`src/rtl/cpu_pkg.sv`:
```
// Shared pipeline types for the operand-fetch slice: result latency classes and
// the per-stage hazard tracker slot.
package cpu_pkg;

   localparam int unsigned CPU_REG_W = 5;

   typedef enum logic [1:0] {
      LAT_ALU  = 2'd0,
      LAT_LOAD = 2'd1,
      LAT_NONE = 2'd2
   } lat_e;

   typedef struct packed {
      logic                 v;
      logic [CPU_REG_W-1:0] rg;
      lat_e                 lat;
   } trk_slot_t;

   function automatic logic slot_hit(input trk_slot_t s, input logic [CPU_REG_W-1:0] src);
      return s.v && (s.rg == src);
   endfunction

endpackage

```
`src/rtl/bypass_mux.sv`:
```
// Per-source operand resolution: picks E/M/W bypass or register file data and
// requests a stall when the youngest in-flight writer cannot yet supply the value.
module bypass_mux
   import cpu_pkg::*;
#(
   parameter int unsigned DATA_W = 32,
   parameter int unsigned REG_W  = CPU_REG_W,
   parameter bit          FWD_EN = 1'b1
) (
   input  logic [REG_W-1:0]  src_i,
   input  logic              use_i,
   input  trk_slot_t         t_e_i,
   input  trk_slot_t         t_m_i,
   input  trk_slot_t         t_w_i,
   input  logic [DATA_W-1:0] rf_data_i,
   input  logic [DATA_W-1:0] e_data_i,
   input  logic [DATA_W-1:0] m_data_i,
   input  logic [DATA_W-1:0] w_data_i,
   output logic [DATA_W-1:0] value_o,
   output logic              stall_req_o
);

   logic [CPU_REG_W-1:0] src_c;
   logic                 src_nz;
   logic                 hit_e;
   logic                 hit_m;
   logic                 hit_w;

   assign src_c  = CPU_REG_W'(src_i);
   assign src_nz = (src_i != '0);
   assign hit_e  = src_nz && use_i && slot_hit(t_e_i, src_c);
   assign hit_m  = src_nz && use_i && slot_hit(t_m_i, src_c);
   assign hit_w  = src_nz && use_i && slot_hit(t_w_i, src_c);

   // Priority is youngest first; a W match always bypasses because the
   // register file write only lands at the coming edge.
   always_comb begin
      value_o     = rf_data_i;
      stall_req_o = 1'b0;
      if (!src_nz) begin
         value_o = '0;
      end else if (hit_e) begin
         if (FWD_EN && (t_e_i.lat == LAT_ALU)) value_o = e_data_i;
         else                                  stall_req_o = 1'b1;
      end else if (hit_m) begin
         if (FWD_EN && (t_m_i.lat == LAT_ALU)) value_o = m_data_i;
         else                                  stall_req_o = 1'b1;
      end else if (hit_w) begin
         value_o = w_data_i;
      end
   end

endmodule

```
`src/rtl/operand_fetch.sv`:
```
// Decode-to-execute operand fetch: register file read addressing, RAW hazard
// tracking over E/M/W, bypass/stall resolution and the D->E operand register.
module operand_fetch
   import cpu_pkg::*;
#(
   parameter int unsigned DATA_W = 32,
   parameter int unsigned REG_W  = CPU_REG_W,
   parameter bit          FWD_EN = 1'b1
) (
   input  logic              clk,
   input  logic              reset,
   input  logic              d_valid,
   input  logic [REG_W-1:0]  d_rs,
   input  logic [REG_W-1:0]  d_rt,
   input  logic              d_use_rs,
   input  logic              d_use_rt,
   input  logic              d_we,
   input  logic [REG_W-1:0]  d_rd,
   input  logic [1:0]        d_lat,
   output logic              d_ready,
   output logic [REG_W-1:0]  a1,
   output logic [REG_W-1:0]  a2,
   input  logic [DATA_W-1:0] rd1,
   input  logic [DATA_W-1:0] rd2,
   input  logic [DATA_W-1:0] e_fwd_data,
   input  logic [DATA_W-1:0] m_fwd_data,
   input  logic              w_we,
   input  logic [REG_W-1:0]  w_a3,
   input  logic [DATA_W-1:0] w_wd,
   input  logic              flush,
   output logic              op_valid,
   output logic [DATA_W-1:0] op_a,
   output logic [DATA_W-1:0] op_b,
   output logic              op_we,
   output logic [REG_W-1:0]  op_rd,
   output logic [1:0]        op_lat
);

   trk_slot_t         t_e_q, t_m_q, t_w_q, t_e_d;
   logic              op_valid_q;
   logic [DATA_W-1:0] op_a_q, op_b_q;
   logic              op_we_q;
   logic [REG_W-1:0]  op_rd_q;
   logic [1:0]        op_lat_q;

   logic [DATA_W-1:0] val_a, val_b;
   logic              stall_a, stall_b, stall;
   logic              issue, load;

   // The W bypass is keyed on the tracker; the write port is observed only by the register file.
   logic unused_w;
   assign unused_w = ^{w_we, w_a3};

   assign a1 = d_rs;
   assign a2 = d_rt;

   bypass_mux #(.DATA_W(DATA_W), .REG_W(REG_W), .FWD_EN(FWD_EN)) u_mux_a (
      .src_i      (d_rs),
      .use_i      (d_use_rs),
      .t_e_i      (t_e_q),
      .t_m_i      (t_m_q),
      .t_w_i      (t_w_q),
      .rf_data_i  (rd1),
      .e_data_i   (e_fwd_data),
      .m_data_i   (m_fwd_data),
      .w_data_i   (w_wd),
      .value_o    (val_a),
      .stall_req_o(stall_a)
   );

   bypass_mux #(.DATA_W(DATA_W), .REG_W(REG_W), .FWD_EN(FWD_EN)) u_mux_b (
      .src_i      (d_rt),
      .use_i      (d_use_rt),
      .t_e_i      (t_e_q),
      .t_m_i      (t_m_q),
      .t_w_i      (t_w_q),
      .rf_data_i  (rd2),
      .e_data_i   (e_fwd_data),
      .m_data_i   (m_fwd_data),
      .w_data_i   (w_wd),
      .value_o    (val_b),
      .stall_req_o(stall_b)
   );

   assign stall   = stall_a | stall_b;
   assign d_ready = ~stall;
   assign issue   = d_valid & ~stall;
   assign load    = issue & ~flush;

   always_comb begin
      t_e_d = '0;
      if (load) begin
         t_e_d.v   = d_we & (d_rd != '0);
         t_e_d.rg  = CPU_REG_W'(d_rd);
         t_e_d.lat = lat_e'(d_lat);
      end
   end

   always_ff @(posedge clk or negedge reset) begin
      if (!reset) begin
         t_e_q      <= '0;
         t_m_q      <= '0;
         t_w_q      <= '0;
         op_valid_q <= 1'b0;
         op_a_q     <= '0;
         op_b_q     <= '0;
         op_we_q    <= 1'b0;
         op_rd_q    <= '0;
         op_lat_q   <= '0;
      end else begin
         t_w_q      <= t_m_q;
         t_m_q      <= t_e_q;
         t_e_q      <= t_e_d;
         op_valid_q <= load;
         if (load) begin
            op_a_q   <= val_a;
            op_b_q   <= val_b;
            op_we_q  <= d_we;
            op_rd_q  <= d_rd;
            op_lat_q <= d_lat;
         end
      end
   end

   assign op_valid = op_valid_q;
   assign op_a     = op_a_q;
   assign op_b     = op_b_q;
   assign op_we    = op_we_q;
   assign op_rd    = op_rd_q;
   assign op_lat   = op_lat_q;

endmodule

```
`config.mk`:
```
export PLATFORM = sky130hd
export DESIGN_NAME = operand_fetch
export DESIGN_NICKNAME = d
export VERILOG_FILES = /design/src/rtl/cpu_pkg.sv /design/src/rtl/bypass_mux.sv /design/src/rtl/operand_fetch.sv
export SDC_FILE = /design/constraint.sdc
export NUM_CORES = 1
export LEC_CHECK = 0
export BUFFER_PORTS_ARGS = -buffer_cell sky130_fd_sc_hd__buf_2
export CAP_MARGIN = 20
export CORE_MARGIN = 2
export CORE_UTILIZATION = 54
export DETAILED_ROUTE_END_ITERATION = 12
export PLACE_DENSITY = 0.95
export SKIP_CTS_REPAIR_TIMING = 1
export SLEW_MARGIN = 20
export SYNTH_ARGS = -nofsm -noshare
export SYNTH_HDL_FRONTEND = slang
export SYNTH_SLANG_ARGS = --single-unit
```
`constraint.sdc`:
```
create_clock -name clk -period 5 [get_ports clk]
set_input_delay 1 -clock clk [delete_from_list [all_inputs] [get_ports clk]]
set_output_delay 1 -clock clk [all_outputs]
set_load 0.01 [all_outputs]
```
* Yosys cells after proc, flatten, opt, wreduce, memory -nomap -nowiden *
Cells that the tools add are included.

storage, ports and cells
  register bits after elaboration = 95
  bits in latches = 0
  bits in writable memories = 0
  memory bits (read-only) = 0
  input bits = 190
  output and inout port bits = 84
  memories = 0

cells by class
  $add $sub $neg = 0
  multiply operators = 0
  div/mod/pow operators = 0
  order comparisons = 0
  eq/ne operators = 6
  shift-type cells = 0
  muxes and demuxes = 21
  bitwise operators = 6
  reductions and logical operators = 19

operators by type and width
  operator             number
  $mux W32             12
  $eq A5 B5 Y1         6
  $reduce_bool A5 Y1   3
  $logic_and A1 B1 Y1  14
  $mux W1              8
  $mux W8              1
  $logic_not A2 Y1     2
  $and A1 B1 Y1        3
  $not A1 Y1           2
  $or A1 B1 Y1         1

* Depth between registers and ports, before layout *
Gate-level depths: netlist of run 1.

  depth in word-level cells = 11
  mapped depth = 8
  depth with buffers taken out = 6

* Cells and area by module *
Synthesis of run 1 repeated with hierarchy kept, for this count alone.

second synthesis, totals
  cell total of the unflattened synthesis = 733
  area total of the unflattened synthesis = 8,821.0 um^2

modules (own cells, without submodules)
  module         instances  cells an instance  area each (um^2)  sequential area each (um^2)
  bypass_mux     2          267                2,499.9           0.0
  operand_fetch  1          199                3,821.2           2,427.3

* Worst setup path after synthesis of run 1 *
Ideal clock, no wire load.

  path type = input-to-output
  start = in d_rt[2]
  end = out d_ready
  arrival time = 2.165 ns
  slack = 1.835 ns
  stages on the path = 5
  cells stage by stage = xnor2_1 nand2_1 or4_4 a221oi_4 a21oi_1

on the way
  cells in the longest elaborated chain, start to end = 8
  elaborated cells on any way between the ends = 13
  classes of those cells = eq/ne (2); mux (3); bitwise (2); reduce/logical (6)

RTL lines
  what                                                       RTL line                                           source
  start: declaration                                         operand_fetch.sv:14                                input logic [REG_W-1:0] d_rt,
  $eq A5 B5 Y1 / $reduce_bool A5 Y1 (equally long branches)  cpu_pkg.sv:20, bypass_mux.sv:30
  $logic_and A1 B1 Y1 (on tied branches)                     cpu_pkg.sv:20, bypass_mux.sv:31, bypass_mux.sv:32
  $logic_and A1 B1 Y1                                        bypass_mux.sv:32                                   assign hit_m = src_nz && use_i && slot_hit(t_m_i, src_c);
  $mux W1                                                    bypass_mux.sv:45                                   end else if (hit_m) begin
  $mux W1                                                    bypass_mux.sv:42                                   end else if (hit_e) begin
  $mux W1 *                                                  bypass_mux.sv:40                                   if (!src_nz) begin
  $or A1 B1 Y1 *                                             operand_fetch.sv:85                                assign stall = stall_a | stall_b;
  $not A1 Y1 *                                               operand_fetch.sv:86                                assign d_ready = ~stall;
  end: declaration                                           operand_fetch.sv:20                                output logic d_ready,

Mark *: on every way between the ends. The rest lies on a longest branch, timed or not.

* Worst setup path in the final report of run 1 *
  start = in d_rs[2]
  end = out d_ready

on the way
  cells in the longest elaborated chain, start to end = 8
  elaborated cells on any way between the ends = 13
  classes of those cells = eq/ne (2); mux (3); bitwise (2); reduce/logical (6)

RTL lines
  what                                                       RTL line                                           source
  start: declaration                                         operand_fetch.sv:13                                input logic [REG_W-1:0] d_rs,
  $eq A5 B5 Y1 / $reduce_bool A5 Y1 (equally long branches)  cpu_pkg.sv:20, bypass_mux.sv:30
  $logic_and A1 B1 Y1 (on tied branches)                     cpu_pkg.sv:20, bypass_mux.sv:31, bypass_mux.sv:32
  $logic_and A1 B1 Y1                                        bypass_mux.sv:32
  $mux W1                                                    bypass_mux.sv:45
  $mux W1                                                    bypass_mux.sv:42
  $mux W1 *                                                  bypass_mux.sv:40
  $or A1 B1 Y1 *                                             operand_fetch.sv:85
  $not A1 Y1 *                                               operand_fetch.sv:86

Marks and branches as above.

==> results of run 1 <==
per-layer routing:
layer	routed length (um)	vias up
met1	8796	3384
met2	11210	518
met3	2360	89
met5	0	-
li1	-	3124
met4	862	0
critical path, cell delays in order:
cell and delay, ns:
buf_2 0.14, xnor2_1 0.16, nand4_1 0.18, nor2_4 0.48
buf_4 0.41, o21bai_1 0.26, a21oi_1 0.11, buf_2 0.16
flip-flops by register name (all words and copies together), names as in the netlist:
register and count:
op_b 32, op_we 1, t_m_q 8, op_lat 2, t_e_q 8, op_rd 5
op_a 32, t_w_q 6, op_valid 1
cell usage in the layout (no fill, tap or decap), types with 4 or more instances in the layout:
cell	instances
a221oi_1	32
and3_1	32
a2111oi_0	64
a21oi_1	10
mux2_1	22
buf_4	12
buf_2	266
xnor2_1	15
nor2_1	4
mux2_2	40
a31o_2	32
nand2_1	104
mux2i_1	88
clkbuf_16	9
xor2_1	15
dfrtp_1	95
and2_1	40
nand4_1	4
mux2_4	10
layout make-up:
cell class | instances | area [um^2] | area share [%]
Antenna cell | 1 | 2.502 | 0.02866
Clock buffer | 9 | 225.2 | 2.579
Clock inverter | 7 | 88.84 | 1.017
Multi-Input combinational cell | 540 | 4334 | 49.63
Sequential cell | 95 | 2377 | 27.22
Tap cell | 172 | 215.2 | 2.465
Timing Repair Buffer | 281 | 1489 | 17.05
worst min-delay path by stage:
stage,to,cells after the start,startpoint,slack [ns]
after detailed placement,t_w_q[7]$_DFF_PN0_,0,t_m_q[7]$_DFF_PN0_,0.40
after CTS,t_w_q[7]$_DFF_PN0_,0,t_m_q[7]$_DFF_PN0_,0.42
after global placement,t_w_q[7]$_DFF_PN0_,0,t_m_q[7]$_DFF_PN0_,0.38
final,t_w_q[7]$_DFF_PN0_,0,t_m_q[7]$_DFF_PN0_,0.42
after floorplan,t_m_q[0]$_DFF_PN0_,0,t_e_q[0]$_DFF_PN0_,0.37
after global routing,t_w_q[7]$_DFF_PN0_,0,t_m_q[7]$_DFF_PN0_,0.43
metrics by stage:
stage	total power [W]	instance area (um^2)	util, %	std cells
after global placement	0.001492	8388	65.93	1087
after CTS	0.002225	8702	68.40	1103
after floorplan	0.001238	7091	-	708
final	0.002226	8732	68.64	1105
after detailed placement	0.001515	8388	65.93	1087
after global routing	0.002312	8732	68.64	1105
cell families after synthesis:
kind of cell           Yosys count
flip-flops                      95
buffers and inverters           73
AND/OR/NAND/NOR                206
XOR/XNOR                        30
multiplexers                   160
AO/OA/AOI/OAI                  144
power groups by stage:
stage,clock network (W),registers (W),logic [W]
final,0.000714,0.000925,0.000586
after detailed placement,0,0.000938,0.000577
after floorplan,0,0.000977,0.000262
after global placement,0,0.000932,0.000560
after global routing,0.000748,0.000936,0.000628
after CTS,0.000722,0.000925,0.000579
==> reports/qor.yml, run 1 <==
grt_first_pass_wirelength_mm: 36.25
synth_mux_area_share_pct: 24.39
die-area_um2: 14060
hold-worst-slack_ns: 0.4187
numCtsBuffers: 9
path_clk_slew_ns: 0.08
met1_usage_pct: 37.77
crit_fanout: 20
core_area_um2: 12720
pre_cts_ws_ns: 1.028
drive_gt1_share_pct: 42.17
power_frac_seq_pct: 41.6
timing.fmax_mhz: 254.4
dr.pass1.iters: 6
fin_nets: 1117
grt_busiest_layer: "met2"
fin_crit_sh_pct: 78.61
grt_antenna_before_repair: 1
yosys-top-cells-area: "dfrtp_1, mux2i_1, a2111oi_0, mux2_2, nand2_1"
overflow: 0
die_w_um: 118.6
use_met2_pct: 54.42
grt_use_total_pct: 32.16
worstPathArrival_ns: 2.93
status: "complete, no violations"
drt-initial-drc-count: 882
reg2reg_slack_ns: 1.78
maxSlewViolCount: 0
synthCells: 708
num_rows: 41
fin_ws_ns: 1.069
syn_area_um2: 7091
ant_nets: 0
synth_flop_cell: "dfrtp_1"
ys_types: 38
dieHeight_um: 118.6
startpoint: "d_rs[2]"
ys_warn_count: 0
vias: 7115
synth_top_family_by_area: "multiplexers"
yosysTopAreaCell: "dfrtp_1"
slew-limit-headroom_pct: 30.24
p_leak_nw: 4.452
h-tree-depth: 3
syn_avg_cell_area_um2: 10.01
gp_congestion: 0.8749
synthSimpleGateAreaFrac_pct: 14.81
required_ns: 4.00
ys_async_sr_fraction_pct: 100.0
power.share.combinational_pct: 26.3
use_met3_pct: 7.143
power_density_nw_per_um2: 254.9
max_cap_viol_count: 0
internal_power_w: 0.001504
clkLatencyLatePin_ns: 0.35
grt_pass1_vias: 7257
synth_top_area_share_pct: 33.53
setup_violations: 0
cts_buffer_depth: 2
syn_to_final_growth_pct: 23.15
synth_commonest_cells: "nand2_1, dfrtp_1, mux2i_1"
ys_seq_elements: 95
io_buffers: 267
io_pins: 274
worst_pin_slew_ns: 1.044
period_needed_ns: 3.931
synth_fp_nets: 898
vias_per_cell: 6.439
clock-sinks: 95
start_util_pct: 55.73
crit_type: "in -> out"
r2r_cells: 8
hold_viol_final: 0
dp_hpwl_mm: 15.92
synth_edf_count: 0
synth_compound_area_share_pct: 17.63
p_switching_w: 0.0007213
crit_end: "d_ready"
switching_share_pct: 32.41
cts_root_buf: "clkbuf_16"
rsz0062_at_grt: "false"
fin_tns_setup_ns: 0
ir_drop_mv: 0.1473
synth_xor_area_share_pct: 3.706
endpoint_kind: "output pin"
grt_start_max_net_pins: 82
hold_class: "reg -> reg"
reg2reg_to: "op_b[10]$_DFFE_PN0P_"
crit_path_start_kind: "input pin"
synth_most_common_cell: "nand2_1"
drc: 0
pwr-share-clk_pct: 32.1
wl_mm: 23.23
synth_fa_ha_area_share_pct: 0
cts_tree: "done"
fin_skew_ns: 0.01298
yosysSeqAreaShare_pct: 33.53
wire_per_inst_um: 21.02
nFillCells: 956
timing.rr.start: "t_e_q[4]$_DFF_PN0_"
Power figures use the tool's default switching activity.
==> inputs of run 2 (changes only) <==
--- a/config.mk
+++ b/config.mk
@@ -8,9 +8,9 @@
 export BUFFER_PORTS_ARGS = -buffer_cell sky130_fd_sc_hd__buf_2
 export CAP_MARGIN = 20
 export CORE_MARGIN = 2
-export CORE_UTILIZATION = 54
+export CORE_UTILIZATION = 45
 export DETAILED_ROUTE_END_ITERATION = 12
-export PLACE_DENSITY = 0.95
+export PLACE_DENSITY = 0.85
 export SKIP_CTS_REPAIR_TIMING = 1
 export SLEW_MARGIN = 20
 export SYNTH_ARGS = -nofsm -noshare
==> constraint.sdc (replaced) <==
create_clock -name clk -period 3.4 [get_ports clk]
set_input_delay 0.68 -clock clk [delete_from_list [all_inputs] [get_ports clk]]
set_output_delay 0.68 -clock clk [all_outputs]
set_load 0.01 [all_outputs]
==> run 2 against run 1 <==
Net effect:
- clock-buffer cell count is the same
- largest power group unchanged
- worst setup slack lost 0.64 ns
- critical path depth shrank 1
- critical endpoint unchanged
- combinational power grew 48%
- cell count grew 4.7%
==> reports/qor.yml, run 2 (synthesis results as in run 1) <==
dr.pass1.iters: 5
numCtsBuffers: 9
io_pins: 274
die-area_um2: 16780
max_cap_viol_count: 0
num_rows: 45
nFillCells: 1358
fin_nets: 1131
p_leak_nw: 4.516
gp_congestion: 0.8668
grt_use_total_pct: 27.48
hold_class: "in -> async"
fin_tns_setup_ns: 0
power_w: 0.003273
cts_buffer_depth: 2
h-tree-depth: 3
io_buffers: 267
fin_skew_ns: 0.008921
final_cell_mix: "buf_2, nand2_1, dfrtp_1, mux2i_1, a2111oi_0"
hold_viol_final: 0
core_area_um2: 15310
wire_per_inst_um: 20.39
maxSlewViolCount: 0
required_ns: 2.72
overflow: 0
wl_mm: 23.59
start_util_pct: 46.30
ant_nets: 0
rsz0062_at_grt: "false"
ir_drop_mv: 0.2196
crit_type: "in -> out"
die_w_um: 129.5
vias: 7030
clkLatencyLatePin_ns: 0.35
dieHeight_um: 129.5
status: "complete, no violations"
fin_crit_sh_pct: 87.27
endpoint_kind: "output pin"
period_needed_ns: 2.967
antenna_cells: 0
dp_hpwl_mm: 17.06
worstPathArrival_ns: 2.29
power_density_nw_per_um2: 368.0
fin_cells: 1157
crit_path_start_kind: "input pin"
crit_fanout: 5
grt_first_pass_wirelength_mm: 36.13
place_inst: 1141
syn_to_final_growth_pct: 25.43
grt_start_max_net_pins: 55
setup_violations: 0
grt_antenna_before_repair: 0
worst_pin_slew_ns: 0.8320
grt_pass1_vias: 7090
drive_gt1_share_pct: 43.02
cts_root_buf: "clkbuf_16"
vias_per_cell: 6.076
clock-sinks: 95
slew-limit-headroom_pct: 44.54
path_clk_slew_ns: 0.08
drt-initial-drc-count: 458
cts_tree: "done"
drc: 0
timing.fmax_mhz: 337.0
final_common_cell: "buf_2"
-- run 2: cell types whose count changed in the layout (fill, tap and decap cells not counted) --
cell | previous run | this run
buf_16 | 1 | 0
clkinv_4 | 1 | 0
diode_2 | 1 | 0
buf_4 | 12 | 24
clkinv_8 | 3 | 2
inv_6 | 1 | 3
buf_12 | 2 | 5
-- run 2: routing by layer --
layer	wire [um]	vias up	GRT usage [%]
met5	0	-	0
met4	595	0	10.94
met3	2125	56	5.367
met2	11440	416	47.83
met1	9431	3398	33.56
li1	-	3160	-
-- run 2: final timing paths --
| kind | cells after the start | slack (ns) | to | from |
|---|---|---|---|---|
| worst min register to register | 0 | 0.45 | t_m_q[3]$_DFF_PN0_ | t_e_q[3]$_DFF_PN0_ |
| min in group clk | 0 | 0.45 | t_m_q[3]$_DFF_PN0_ | t_e_q[3]$_DFF_PN0_ |
| worst min-delay path | 1 | 0.31 | t_w_q[4]$_DFF_PN0_ | reset |
| max in group asynchronous | 2 | 2.39 | op_a[1]$_DFFE_PN0P_ | reset |
| worst max-delay path | 7 | 0.43 | d_ready | d_rt[4] |
| worst max register to register | 7 | 0.57 | op_b[5]$_DFFE_PN0P_ | t_w_q[4]$_DFF_PN0_ |
-- run 2: cell type report --
type	instances	area (um^2)	area share (%)
Clock buffer	9	225.2	2.532
Clock inverter	7	81.33	0.9145
Tap cell	211	264.0	2.968
Multi-Input combinational cell	540	4334	48.73
Sequential cell	95	2377	26.73
Timing Repair Buffer	295	1612	18.12
-- run 2: report_power, final --
group          leakage, nW  switching, W  internal [W]
clock                0.150      0.000518      0.000528
sequential            1.16     0.0000855       0.00128
combinational         3.21      0.000452      0.000414
-- run 2: worst max-delay path, stage by stage --
cell and delay (ns):
buf_2 0.20, xnor2_1 0.14, nand2_1 0.13, or4_4 0.59, a221oi_4 0.31, a21oi_1 0.08, buf_2 0.16
-- run 2: stage by stage --
| stage | setup WS (ns) | cell area (um^2) | util, % | hold slack [ns] |
|---|---|---|---|---|
| final | 0.4329 | 8894 | 58.07 | 0.3058 |
| after global routing | 0.2901 | 8894 | 58.07 | 0.3435 |
| after CTS | 0.4318 | 8894 | 58.07 | 0.3217 |
| after detailed placement | 0.1377 | 8587 | 56.07 | 0.4089 |
| after global placement | 0.3225 | 8587 | 56.07 | 0.4035 |
| after floorplan | 0.8074 | 7091 | - | 0.3672 |
==> inputs of run 3 (changes only) <==
--- a/config.mk
+++ b/config.mk
@@ -8,9 +8,9 @@
 export BUFFER_PORTS_ARGS = -buffer_cell sky130_fd_sc_hd__buf_2
 export CAP_MARGIN = 20
 export CORE_MARGIN = 2
-export CORE_UTILIZATION = 45
+export CORE_UTILIZATION = 42
 export DETAILED_ROUTE_END_ITERATION = 12
-export PLACE_DENSITY = 0.85
+export PLACE_DENSITY = 0.81
 export SKIP_CTS_REPAIR_TIMING = 1
 export SLEW_MARGIN = 20
 export SYNTH_ARGS = -nofsm -noshare
==> run 3 against run 2 <==
Net effect:
- largest cell class unchanged
- global-route usage shrank 2.2 points
- sequential power is essentially flat
- via count grew 0.21%
- sequential share of layout area grew 0.064 points
- worst setup slack lost 0.018 ns
- critical path depth is the same
- first-iteration DRC count shrank 6.3%
- critical endpoint unchanged
- clock power shrank 4%
==> reports/qor.yml, run 3 (synthesis results as in run 1) <==
gp_congestion: 0.8773
switching_share_pct: 31.94
setup_violations: 0
p_leak_nw: 4.498
core_area_um2: 16520
dp_hpwl_mm: 16.63
io_buffers: 267
fin_cells: 1162
power_density_nw_per_um2: 364.6
worst_pin_slew_ns: 0.9077
cts_buffer_depth: 2
post_dp_cell_area_um2: 8581
r2r_cells: 6
maxSlewViolCount: 0
grt_start_max_net_pins: 51
clock-sinks: 95
antenna_cells: 0
syn_to_final_growth_pct: 25.13
grt_first_pass_wirelength_mm: 36.34
final_cell_mix: "buf_2, nand2_1, dfrtp_1, mux2i_1, a2111oi_0"
internal_power_w: 0.002202
vias: 7045
h-tree-depth: 3
fin_ws_ns: 0.4146
fin_crit_sh_pct: 87.81
cts_tree: "done"
hold_viol_final: 0
numCtsBuffers: 9
die_w_um: 133.9
fin_tns_setup_ns: 0
path_clk_slew_ns: 0.07
power_frac_seq_pct: 41.9
ir_drop_mv: 0.3069
crit_type: "in -> out"
drive_gt1_share_pct: 42.78
clkLatencyLatePin_ns: 0.35
place_inst: 1146
final_common_cell: "buf_2"
crit_path_start_kind: "input pin"
wl_mm: 23.08
grt_antenna_before_repair: 0
required_ns: 2.72
fin_skew_ns: 0.009073
pwr-share-clk_pct: 31.4
die-area_um2: 17940
drc: 0
ant_nets: 0
p_switching_w: 0.001033
fin_nets: 1127
power.share.combinational_pct: 26.7
status: "complete, no violations"
num_rows: 47
worstPathArrival_ns: 2.31
dieHeight_um: 133.9
power_w: 0.003235
slew-limit-headroom_pct: 39.34
dr.pass1.iters: 5
vias_per_cell: 6.063
io_pins: 274
pre_cts_ws_ns: 0.2890
timing.fmax_mhz: 335.0
drt-initial-drc-count: 429
crit_fanout: 5
max_cap_viol_count: 0
grt_use_total_pct: 25.32
rsz0062_at_grt: "false"
overflow: 0
grt_pass1_vias: 7041
period_needed_ns: 2.985
start_util_pct: 42.91
wire_per_inst_um: 19.86
fin_area_um2: 8872
hold_class: "in -> async"
cts_root_buf: "clkbuf_16"
endpoint_kind: "output pin"
==> run 3: worst paths after layout <==
kind / start / end / slack (ns)
setup reg to reg: t_m_q[6]$_DFF_PN0_ / op_a[2]$_DFFE_PN0P_ / 0.73
max in group asynchronous: reset / op_b[5]$_DFFE_PN0P_ / 2.33
min in group clk: t_m_q[7]$_DFF_PN0_ / t_w_q[7]$_DFF_PN0_ / 0.43
setup / recovery: d_rt[4] / d_ready / 0.41
hold reg to reg: t_m_q[7]$_DFF_PN0_ / t_w_q[7]$_DFF_PN0_ / 0.43
hold / removal: reset / t_w_q[3]$_DFF_PN0_ / 0.36
==> run 3: critical path: stages <==
cell and delay (ns):
buf_2 0.16, xnor2_1 0.19, nand2_1 0.14, or4_4 0.58, a221oi_4 0.31, a21oi_1 0.08, buf_2 0.16
==> run 3: layer usage <==
| metal | part of all wire [%] | up-vias | track usage (%) |
|---|---|---|---|
| li1 | - | 3148 | - |
| met1 | 40 | 3417 | 30.70 |
| met2 | 48 | 432 | 44.13 |
| met3 | 9.4 | 48 | 5.782 |
| met4 | 2.3 | 0 | 8.924 |
| met5 | 0 | - | 0 |
==> run 3: cell type report <==
| class | instances | area, um^2 |
|---|---|---|
| fill | 1462 | 7652 |
| multi-input combinational | 540 | 4334 |
| sequential | 95 | 2377 |
| tap | 220 | 275.3 |
| clock inverter | 7 | 66.31 |
| clock buffer | 9 | 225.2 |
| timing repair buffer | 291 | 1594 |
==> run 3: stage by stage <==
stage	util [%]	hold slack [ns]
CTS	53.69	0.3856
finish	53.69	0.3623
global route	53.69	0.4135
floorplan	-	0.3672
detailed placement	51.93	0.4087
global placement	51.93	0.4149
==> run 3: power groups by stage <==
stage               Combinational [W]  Clock (W)  Sequential (W)
finish                       0.000864    0.00101         0.00136
global route                 0.000934    0.00108         0.00137
CTS                          0.000863    0.00104         0.00136
detailed placement           0.000861          0         0.00138
global placement             0.000844          0         0.00137
floorplan                    0.000385          0         0.00144
